File: src/rtl/xbus_uart_pkg.sv
// Shared definitions for the xbus UART transmitter: register map, bit positions,
// transmitter state encoding and the reset baud divisor.
package xbus_uart_pkg;

  localparam logic [1:0] REG_TXDATA  = 2'd0;
  localparam logic [1:0] REG_STATUS  = 2'd1;
  localparam logic [1:0] REG_BAUDDIV = 2'd2;
  localparam logic [1:0] REG_CTRL    = 2'd3;

  localparam int unsigned STATUS_FULL_BIT  = 0;
  localparam int unsigned STATUS_EMPTY_BIT = 1;
  localparam int unsigned STATUS_BUSY_BIT  = 2;
  localparam int unsigned STATUS_OVF_BIT   = 3;
  localparam int unsigned STATUS_CNT_LSB   = 8;

  localparam int unsigned CTRL_TX_EN_BIT  = 0;
  localparam int unsigned CTRL_IRQ_EN_BIT = 1;

  localparam int unsigned DIV_W = 16;
  localparam logic [DIV_W-1:0] DEFAULT_BAUD_DIV = 16'd868;

  typedef enum logic [1:0] {
    ST_IDLE  = 2'd0,
    ST_START = 2'd1,
    ST_DATA  = 2'd2,
    ST_STOP  = 2'd3
  } tx_state_e;

endpackage

File: src/rtl/xbus_sync_fifo.sv
// Byte-wide synchronous FIFO with first-word fall-through read data.
// Pointers carry one extra wrap bit so full and empty are distinguishable.
module xbus_sync_fifo #(
  parameter int unsigned DEPTH = 8,
  localparam int unsigned AW = $clog2(DEPTH)
) (
  input  logic          clk,
  input  logic          rst,
  input  logic          push,
  input  logic [7:0]    din,
  input  logic          pop,
  output logic [7:0]    dout,
  output logic          full,
  output logic          empty,
  output logic [AW:0]   count
);

  logic [7:0]  mem_q [DEPTH];
  logic [AW:0] wr_ptr_q, wr_ptr_d;
  logic [AW:0] rd_ptr_q, rd_ptr_d;
  logic        do_push, do_pop;

  assign count = wr_ptr_q - rd_ptr_q;
  assign full  = (count == (AW+1)'(DEPTH));
  assign empty = (wr_ptr_q == rd_ptr_q);
  assign dout  = mem_q[rd_ptr_q[AW-1:0]];

  // A push into a full FIFO is accepted when the head is leaving the same cycle.
  assign do_push = push & (~full | pop);
  assign do_pop  = pop & ~empty;

  always_comb begin
    wr_ptr_d = wr_ptr_q;
    rd_ptr_d = rd_ptr_q;
    if (do_push) wr_ptr_d = wr_ptr_q + (AW+1)'(1);
    if (do_pop)  rd_ptr_d = rd_ptr_q + (AW+1)'(1);
  end

  always_ff @(posedge clk) begin
    if (rst) begin
      wr_ptr_q <= '0;
      rd_ptr_q <= '0;
    end else begin
      wr_ptr_q <= wr_ptr_d;
      rd_ptr_q <= rd_ptr_d;
    end
  end

  always_ff @(posedge clk) begin
    if (do_push) mem_q[wr_ptr_q[AW-1:0]] <= din;
  end

endmodule

File: src/rtl/xbus_uart_tx.sv
// Memory-mapped 8N1 UART transmitter on the xbus: four registers in front of a
// byte FIFO feeding a START/DATA/STOP serialiser.
module xbus_uart_tx
  import xbus_uart_pkg::*;
#(
  parameter int unsigned      FIFO_DEPTH  = 8,
  parameter logic [DIV_W-1:0] DEFAULT_DIV = DEFAULT_BAUD_DIV
) (
  input  logic        clk,
  input  logic        rst,
  input  logic        xbus_sel,
  input  logic        xbus_we,
  input  logic [3:0]  xbus_be,
  input  logic [31:0] xbus_addr,
  input  logic [31:0] xbus_wdata,
  output logic [31:0] xbus_rdata,
  output logic        uart_txd,
  output logic        tx_irq
);

  localparam int unsigned AW = $clog2(FIFO_DEPTH);

  tx_state_e        state_q, state_d;
  logic [DIV_W-1:0] baud_div_q, baud_div_d;
  logic [DIV_W-1:0] frame_div_q, frame_div_d;
  logic [DIV_W-1:0] cnt_q, cnt_d;
  logic [7:0]       shift_q, shift_d;
  logic [2:0]       bit_idx_q, bit_idx_d;
  logic             txd_q, txd_d;
  logic             tx_en_q, tx_en_d;
  logic             irq_en_q, irq_en_d;
  logic             ovf_q, ovf_d;

  logic             fifo_push, fifo_pop, fifo_full, fifo_empty;
  logic [7:0]       fifo_dout;
  logic [AW:0]      fifo_count;
  logic             wr_c, busy_c, bit_last_c;
  logic [1:0]       reg_sel_c;
  logic [DIV_W-1:0] period_c;
  logic             unused_c;

  assign unused_c  = ^{xbus_addr[31:4], xbus_addr[1:0], xbus_wdata[31:16]};
  assign reg_sel_c = xbus_addr[3:2];
  assign wr_c      = xbus_sel & xbus_we;
  assign busy_c    = (state_q != ST_IDLE);
  assign fifo_push = wr_c & (reg_sel_c == REG_TXDATA) & xbus_be[0];

  xbus_sync_fifo #(.DEPTH(FIFO_DEPTH)) u_fifo (
    .clk   (clk),
    .rst   (rst),
    .push  (fifo_push),
    .din   (xbus_wdata[7:0]),
    .pop   (fifo_pop),
    .dout  (fifo_dout),
    .full  (fifo_full),
    .empty (fifo_empty),
    .count (fifo_count)
  );

  // Register writes; overflow only when the full FIFO is not draining this cycle.
  always_comb begin
    baud_div_d = baud_div_q;
    tx_en_d    = tx_en_q;
    irq_en_d   = irq_en_q;
    ovf_d      = ovf_q;
    if (fifo_push & fifo_full & ~fifo_pop) ovf_d = 1'b1;
    if (wr_c) begin
      unique case (reg_sel_c)
        REG_STATUS: begin
          if (xbus_be[0] & xbus_wdata[STATUS_OVF_BIT]) ovf_d = 1'b0;
        end
        REG_BAUDDIV: begin
          if (xbus_be[0]) baud_div_d[7:0]  = xbus_wdata[7:0];
          if (xbus_be[1]) baud_div_d[15:8] = xbus_wdata[15:8];
        end
        REG_CTRL: begin
          if (xbus_be[0]) begin
            tx_en_d  = xbus_wdata[CTRL_TX_EN_BIT];
            irq_en_d = xbus_wdata[CTRL_IRQ_EN_BIT];
          end
        end
        default: ;
      endcase
    end
  end

  assign period_c   = (frame_div_q == '0) ? DIV_W'(1) : frame_div_q;
  assign bit_last_c = (cnt_q == period_c - DIV_W'(1));

  // Serialiser: txd is registered from the next-state decision so a pop at E1
  // puts the start bit on the line from E1.
  always_comb begin
    state_d     = state_q;
    frame_div_d = frame_div_q;
    cnt_d       = cnt_q;
    shift_d     = shift_q;
    bit_idx_d   = bit_idx_q;
    txd_d       = txd_q;
    fifo_pop    = 1'b0;
    unique case (state_q)
      ST_IDLE: begin
        txd_d = 1'b1;
        if (tx_en_q & ~fifo_empty) begin
          fifo_pop    = 1'b1;
          shift_d     = fifo_dout;
          frame_div_d = baud_div_q;
          cnt_d       = '0;
          txd_d       = 1'b0;
          state_d     = ST_START;
        end
      end
      ST_START: begin
        cnt_d = cnt_q + DIV_W'(1);
        if (bit_last_c) begin
          cnt_d     = '0;
          bit_idx_d = '0;
          txd_d     = shift_q[0];
          state_d   = ST_DATA;
        end
      end
      ST_DATA: begin
        cnt_d = cnt_q + DIV_W'(1);
        if (bit_last_c) begin
          cnt_d     = '0;
          shift_d   = {1'b0, shift_q[7:1]};
          bit_idx_d = bit_idx_q + 3'd1;
          txd_d     = shift_q[1];
          if (bit_idx_q == 3'd7) begin
            txd_d   = 1'b1;
            state_d = ST_STOP;
          end
        end
      end
      ST_STOP: begin
        cnt_d = cnt_q + DIV_W'(1);
        if (bit_last_c) begin
          cnt_d = '0;
          if (tx_en_q & ~fifo_empty) begin
            fifo_pop    = 1'b1;
            shift_d     = fifo_dout;
            frame_div_d = baud_div_q;
            txd_d       = 1'b0;
            state_d     = ST_START;
          end else begin
            txd_d   = 1'b1;
            state_d = ST_IDLE;
          end
        end
      end
      default: state_d = ST_IDLE;
    endcase
  end

  always_ff @(posedge clk) begin
    if (rst) begin
      state_q     <= ST_IDLE;
      baud_div_q  <= DEFAULT_DIV;
      frame_div_q <= DEFAULT_DIV;
      cnt_q       <= '0;
      shift_q     <= '0;
      bit_idx_q   <= '0;
      txd_q       <= 1'b1;
      tx_en_q     <= 1'b1;
      irq_en_q    <= 1'b0;
      ovf_q       <= 1'b0;
    end else begin
      state_q     <= state_d;
      baud_div_q  <= baud_div_d;
      frame_div_q <= frame_div_d;
      cnt_q       <= cnt_d;
      shift_q     <= shift_d;
      bit_idx_q   <= bit_idx_d;
      txd_q       <= txd_d;
      tx_en_q     <= tx_en_d;
      irq_en_q    <= irq_en_d;
      ovf_q       <= ovf_d;
    end
  end

  // Read mux; only ever drives data for a selected load.
  always_comb begin
    xbus_rdata = '0;
    if (xbus_sel & ~xbus_we) begin
      unique case (reg_sel_c)
        REG_STATUS: begin
          xbus_rdata[STATUS_FULL_BIT]  = fifo_full;
          xbus_rdata[STATUS_EMPTY_BIT] = fifo_empty;
          xbus_rdata[STATUS_BUSY_BIT]  = busy_c;
          xbus_rdata[STATUS_OVF_BIT]   = ovf_q;
          xbus_rdata[STATUS_CNT_LSB +: 8] = 8'(fifo_count);
        end
        REG_BAUDDIV: xbus_rdata[DIV_W-1:0] = baud_div_q;
        REG_CTRL: begin
          xbus_rdata[CTRL_TX_EN_BIT]  = tx_en_q;
          xbus_rdata[CTRL_IRQ_EN_BIT] = irq_en_q;
        end
        default: ;
      endcase
    end
  end

  assign uart_txd = txd_q;
  assign tx_irq   = irq_en_q & fifo_empty & ~busy_c;

endmodule

File: config.mk
export PLATFORM = sky130hd
export DESIGN_NAME = xbus_uart_tx
export DESIGN_NICKNAME = d
export VERILOG_FILES = /design/src/rtl/xbus_uart_pkg.sv /design/src/rtl/xbus_sync_fifo.sv /design/src/rtl/xbus_uart_tx.sv
export SDC_FILE = /design/constraint.sdc
export NUM_CORES = 1
export LEC_CHECK = 0
export BUFFER_PORTS_ARGS = -buffer_cell sky130_fd_sc_hd__buf_2
export CORE_MARGIN = 1
export CORE_UTILIZATION = 57
export CTS_CLUSTER_DIAMETER = 60
export CTS_CLUSTER_SIZE = 14
export DETAILED_ROUTE_END_ITERATION = 6
export GPL_TIMING_DRIVEN = 1
export MAX_ROUTING_LAYER = met4
export PLACE_DENSITY = 0.89
export SYNTH_ARGS = -nofsm -noshare
export SYNTH_HDL_FRONTEND = slang
export SYNTH_SLANG_ARGS = --single-unit
File: constraint.sdc
create_clock -name clk -period 4.7 [get_ports clk]
set_clock_uncertainty 0.2 [all_clocks]
set_input_delay 0.235 -clock clk [delete_from_list [all_inputs] [get_ports clk]]
set_output_delay 0.235 -clock clk [all_outputs]
set_load 0.005 [all_outputs]
-- Word-level counts from Yosys, hierarchy flattened
Memory sizes are Yosys's and may differ from the RTL's. A register that Yosys moved wholly into a read port is not among the register bits.
Cells that the tools add are included.
Widths: inputs -> output; s select.
- shifts and indexed selects: 0
- $add $sub $neg: 6
- order comparisons: 0
- bitwise gates (word level): 18
- div/mod/pow operators: 0
- $mul: 0
- equal/unequal tests: 15
- reduce and logical (&&, ||, !) cells: 16
- multiplexer cells: 43
- operators with widths (cell ; number):
    $mux 16 ; 6
    $pmux 16 s2 ; 2
    $mux 8 ; 3
    $pmux 8 s3 ; 1
    $reduce_and 3->1 ; 6
    $add 16x1->16 const B ; 1
    $eq 16x16->1 ; 1
    $logic_not 16->1 ; 1
    $pmux 8 s2 ; 1
    $sub 16x1->16 const B ; 1
    $mux 1 ; 14
    $and 1x1->1 ; 12
    $mux 3 ; 4
    $mux 2 ; 5
    $ne 2x2->1 const B ; 5
    $add 4x1->4 const B ; 2
    $eq 2x2->1 const B ; 4
    $pmux 2 s4 ; 1
    $pmux 2 s3 ; 1
    $pmux 3 s2 ; 1
    $reduce_bool 2->1 ; 3
    $not 1->1 ; 5
    $reduce_and 5->1 ; 1
    $eq 2x1->1 const B ; 2
    14 further kinds ; 15
- logic and storage cells: 112
- memories kept: 1
- ROM bits: 0
- register bits: 73
- bits in latches: 0
- RAM bits: 64
- memories (memory ; words ; width ; rd ports ; clocked after Yosys merged registers in ; write ports ; line ; text):
    u_fifo.mem_q ; 8 ; 8 ; 1 ; 1 ; 1 ; xbus_sync_fifo.sv:18 ; logic [7:0] mem_q [DEPTH];

-- Logic depth before layout (Yosys ltp)
- word-level depth: 12
- gate-level depth with buffers: 18

-- Hierarchy
From an unflattened synthesis, not the netlist that was laid out.
- cells, all modules: 658
- area total of the unflattened synthesis: 7120.6 µm²
- by module, submodules not included (module ; cells each ; instances ; area each (µm²)):
    xbus_uart_tx ; 494 ; 1 ; 4075.2
    xbus_sync_fifo ; 164 ; 1 ; 3045.4

-- Worst setup path before layout
No wires, ideal clock.
- kind: reg2reg
- start point: reg frame_div_q[4]
- end point: mem u_fifo.mem_q[2][0], enable pin
- period minus slack after synthesis: 4.281 ns
- data required time: 4.102 ns
- data arrival time: 3.683 ns
- cell stages (with the launch flop): 16
- buffers on the path: 3
- library setup time: 0.398 ns
- path slack: 0.419 ns
- path through: dfxtp_1 buf_2 or3_1 clkbuf_1 nor3_1 nor2_1 ha_1 or3b_1 nor3_1 xnor2_1 a211oi_1 and4_1 buf_4 a221oi_2 or2_2 nor4b_1
- cells in the longest elaborated chain, start to end: 10
- ends and longest elaborated chain (item ; line ; text):
    start, declared ; xbus_uart_tx.sv:25 ; logic [DIV_W-1:0] frame_div_q, frame_div_d;
    start signal, assigned ; xbus_uart_tx.sv:169 ; frame_div_q <= frame_div_d;
    $logic_not 16->1 ; xbus_uart_tx.sv:87 ; assign period_c = (frame_div_q == '0) ? DIV_W'(1) : frame_div_q;
    $mux 16 * ; xbus_uart_tx.sv:87 ;
    $sub 16x1->16 * ; xbus_uart_tx.sv:88 ; assign bit_last_c = (cnt_q == period_c - DIV_W'(1));
    $eq 16x16->1 * ; xbus_uart_tx.sv:88 ;
    $mux 1 * ; xbus_uart_tx.sv:136 ; if (bit_last_c) begin
    $pmux 1 s2 * ; xbus_uart_tx.sv:100 ; unique case (state_q)
    $or 1x1->1 * ; xbus_sync_fifo.sv:29 ; assign do_push = push & (~full | pop);
    $and 1x1->1 * ; xbus_sync_fifo.sv:29 ;
    $mux 1 * ; xbus_sync_fifo.sv:50 ; if (do_push) mem_q[wr_ptr_q[AW-1:0]] <= din;
    $mux 1 (not written as such) * ; xbus_sync_fifo.sv:50 ;
    end, declared ; xbus_sync_fifo.sv:18 ;
Every way passes the cells marked *; elsewhere a longest branch is shown, timed or not.

-- Worst setup path in the final report
- start point: reg frame_div_q[0]
- end point: mem u_fifo.mem_q[1][2], enable pin
The elaborated chain is that of the path after synthesis.

==> out/results.ini <==
[timing]
relSlewSlack_pct=24.7
setup_tns_ns=0
timing.final.crit_share_pct=90.7
slew_violations=0
setup_viol=0
worst_slack_ns=0.437
layout_min_cycle_time_ns=4.26
rsz0062_at_grt=false
hold_viol=0
tightestPinTransition_ns=1.13
fmax_mhz=235

[power]
power_leakage_nw=3.02
irDropWorstVdd_v=0.000525
powerDensity_nw_per_um2=445

[setup_path]
cp_num_cells=13
cpLargestDelayFamily=simple AND/OR/NAND/NOR gates
r2r_cells=13
crit_top_cell=nor3_1
cp.arrival_ns=4.19
path_class=reg -> reg
critPathMaxFanout=8
end_kind=flip-flop
crit_chain=or4_4, nor3_1, nor2_1, ha_1, or3b_1, nor3_1, xnor2_1, a211oi_1, and4_1, a221oi_2, or2_2, nor4_1, buf_4
critPathBufInv=1
slowest_stage=or4_4
slowest_delay_ns=0.59
required_ns=4.63
critPathLaunchType=flip-flop

[place]
dp_hpwl_mm=10.2
gp_congestion=0.883
pre_cts_ws_ns=0.502
placed_cell_area_um2=7070
port_buffers=41

[floorplanning]
core-area_um2=11600
initial_core_util_pct=59.1
die-width_um=112
die-area_um2=12400
dieHeight_um=112
row_count=39
ios=106

[min_path]
holdPathStages=4
hold_path.class=in -> reg

[synthesis]
synth_area_um2=6840
synthArstFlopShare_pct=0
avgSynthCellArea_um2=10.8
yosys-top-cells-area=edfxtp_1, dfxtp_1, mux4_2, mux2i_1, nor2_1
seq_area_frac_synth_pct=50.4
ys_top_cells_by_count=dfxtp_1, nor2_1, edfxtp_1, nand2_1, mux2i_1
ys_types=61
dominantRegCellSynth=dfxtp_1
synth_area_leader_cell=edfxtp_1
yosys_warnings=0
yosys_register_bits=140
syn_inst=632
synth_top_area_share_pct=28.1
synth_edf_count=64
synth_most_common_cell=dfxtp_1

[outcome]
violations=DRC
status=finished with violations

[clock_network]
clk_latency_ns=0.42
clk_pin_slew_ns=0.06
cts_setup_buffers=0
clock-sinks=140
numCtsBuffers=17
clockBufferDepth=2
cts-root-buf=clkbuf_16
cts_tree=done
htree_levels=4

[global_routing]
grt_pass1_vias=5003
grt_pass1_wl_mm=25.5
busiest_layer=met2
grt_max_degree=62
met2_usage_pct=44.3
met1_usage_pct=32.8
gr-total-overflow=0
grtUsageMet3_pct=6.53
antenna_found_initial=0
grt.total_usage_pct=27.7

[drt]
vias_per_cell=6.21
drt-wirelength-per-cell_um=19.2
drc=10
via_count=5197
antenna_left=0
drt-total-wl_mm=16.0
first_pass_iters=7
drt_iter0_markers=476

[layout]
antennaDiodeCount=0
nFillCells=725
final_area_um2=7840
area_growth_syn_to_layout_pct=14.6
final_util_pct=67.8
drive_gt1_share_pct=15.6
fin_nets=775

[job]
drv_cap=0

[metrics by stage]
stage          hold slack, ns  instances  total power [mW]
6_report                0.182        837              3.48
5_1_grt                 0.194        837              3.61
4_1_cts                 0.137        837              3.48
3_5_place_dp            0.260        790              2.10
3_3_place_gp            0.246        790              2.07
2_1_floorplan           0.134        647              1.96
[registers in the layout (all words and copies together), names as in the netlist, named ones only]
name and flops:
cnt_q 16, shift_q 8, irq_en_q 1, state_q 2, uart_txd 1, bit_idx_q 3, u_fifo.mem_q 64, ovf_q 1
tx_en_q 1, u_fifo.rd_ptr_q 4, frame_div_q 16, baud_div_q 16, u_fifo.wr_ptr_q 4
[power by group]
part	switching, mW	total, mW	internal (mW)
Sequential	0.0987	1.43	1.33
Clock	0.568	1.37	0.802
Combinational	0.385	0.686	0.301
Total	1.05	3.48	2.43
[layer usage]
| metal | routed length [um] | up-vias | part of all wire [%] |
|---|---|---|---|
| met2 | 7850 | 307 | 49 |
| li1 | - | 2336 | - |
| met1 | 6400 | 2497 | 40 |
| met3 | 1220 | 57 | 7.6 |
| met5 | 0 | - | 0 |
| met4 | 564 | 0 | 3.5 |
[worst reg2reg max path, stage by stage (launching register included)]
cell and delay, ns:
dfxtp_1 0.37, or4_4 0.59, nor3_1 0.27, nor2_1 0.08
ha_1 0.23, or3b_1 0.25, nor3_1 0.08, xnor2_1 0.15
a211oi_1 0.21, and4_1 0.42, a221oi_2 0.18, or2_2 0.38
nor4_1 0.29, buf_4 0.27
[kinds of logic (layout without fill, tap and decap cells)]
| kind of cell | after synthesis | after routing | share of synthesized area [%] |
|---|---|---|---|
| AO/OA/AOI/OAI | 78 | 78 | 8.40 |
| XOR/XNOR | 42 | 42 | 5.38 |
| adder cells (fa/ha/maj) | 21 | 21 | 3.95 |
| buffers and inverters | 75 | 122 | 5.35 |
| flip-flops | 140 | 140 | 50.4 |
| multiplexers | 51 | 51 | 10.4 |
| other | 1 | 16 | 0.0549 |
| AND/OR/NAND/NOR | 224 | 224 | 16.1 |
[layout by cell type (no fill, tap or decap), types with 18 or more instances in the layout]
| cell | instances |
|---|---|
| mux2i_1 | 35 |
| xor2_1 | 19 |
| inv_1 | 25 |
| buf_2 | 41 |
| edfxtp_1 | 64 |
| nor2_1 | 72 |
| ha_1 | 20 |
| xnor2_1 | 23 |
| dfxtp_1 | 76 |
| a21oi_1 | 18 |
| nand2_1 | 53 |
[area by class of cell]
class	instances	area, um^2	area share [%]
Sequential cell	140	3440	43.9
Multi-Input combinational cell	432	3080	39.3
Timing Repair Buffer	66	433	5.52
Clock buffer	17	425	5.43
Clock inverter	14	179	2.28
Tap cell	143	179	2.28
Inverter	25	93.8	1.20
[path summary, 6_finish.rpt]
kind                       start            endpoint  slack (ns)
setup reg to reg  frame_div_q[0]  u_fifo.mem_q[1][2]        0.44
setup / recovery  frame_div_q[0]  u_fifo.mem_q[1][2]        0.44
hold reg to reg     bit_idx_q[1]        bit_idx_q[1]        0.27
hold / removal        xbus_be[1]       baud_div_q[8]        0.18
[timing repair]
item,in CTS,in global routing
hold buffers,16,0
endpoints found under the hold margin,74,0
gates resized for setup,0,0
Power figures use the tool's default switching activity.
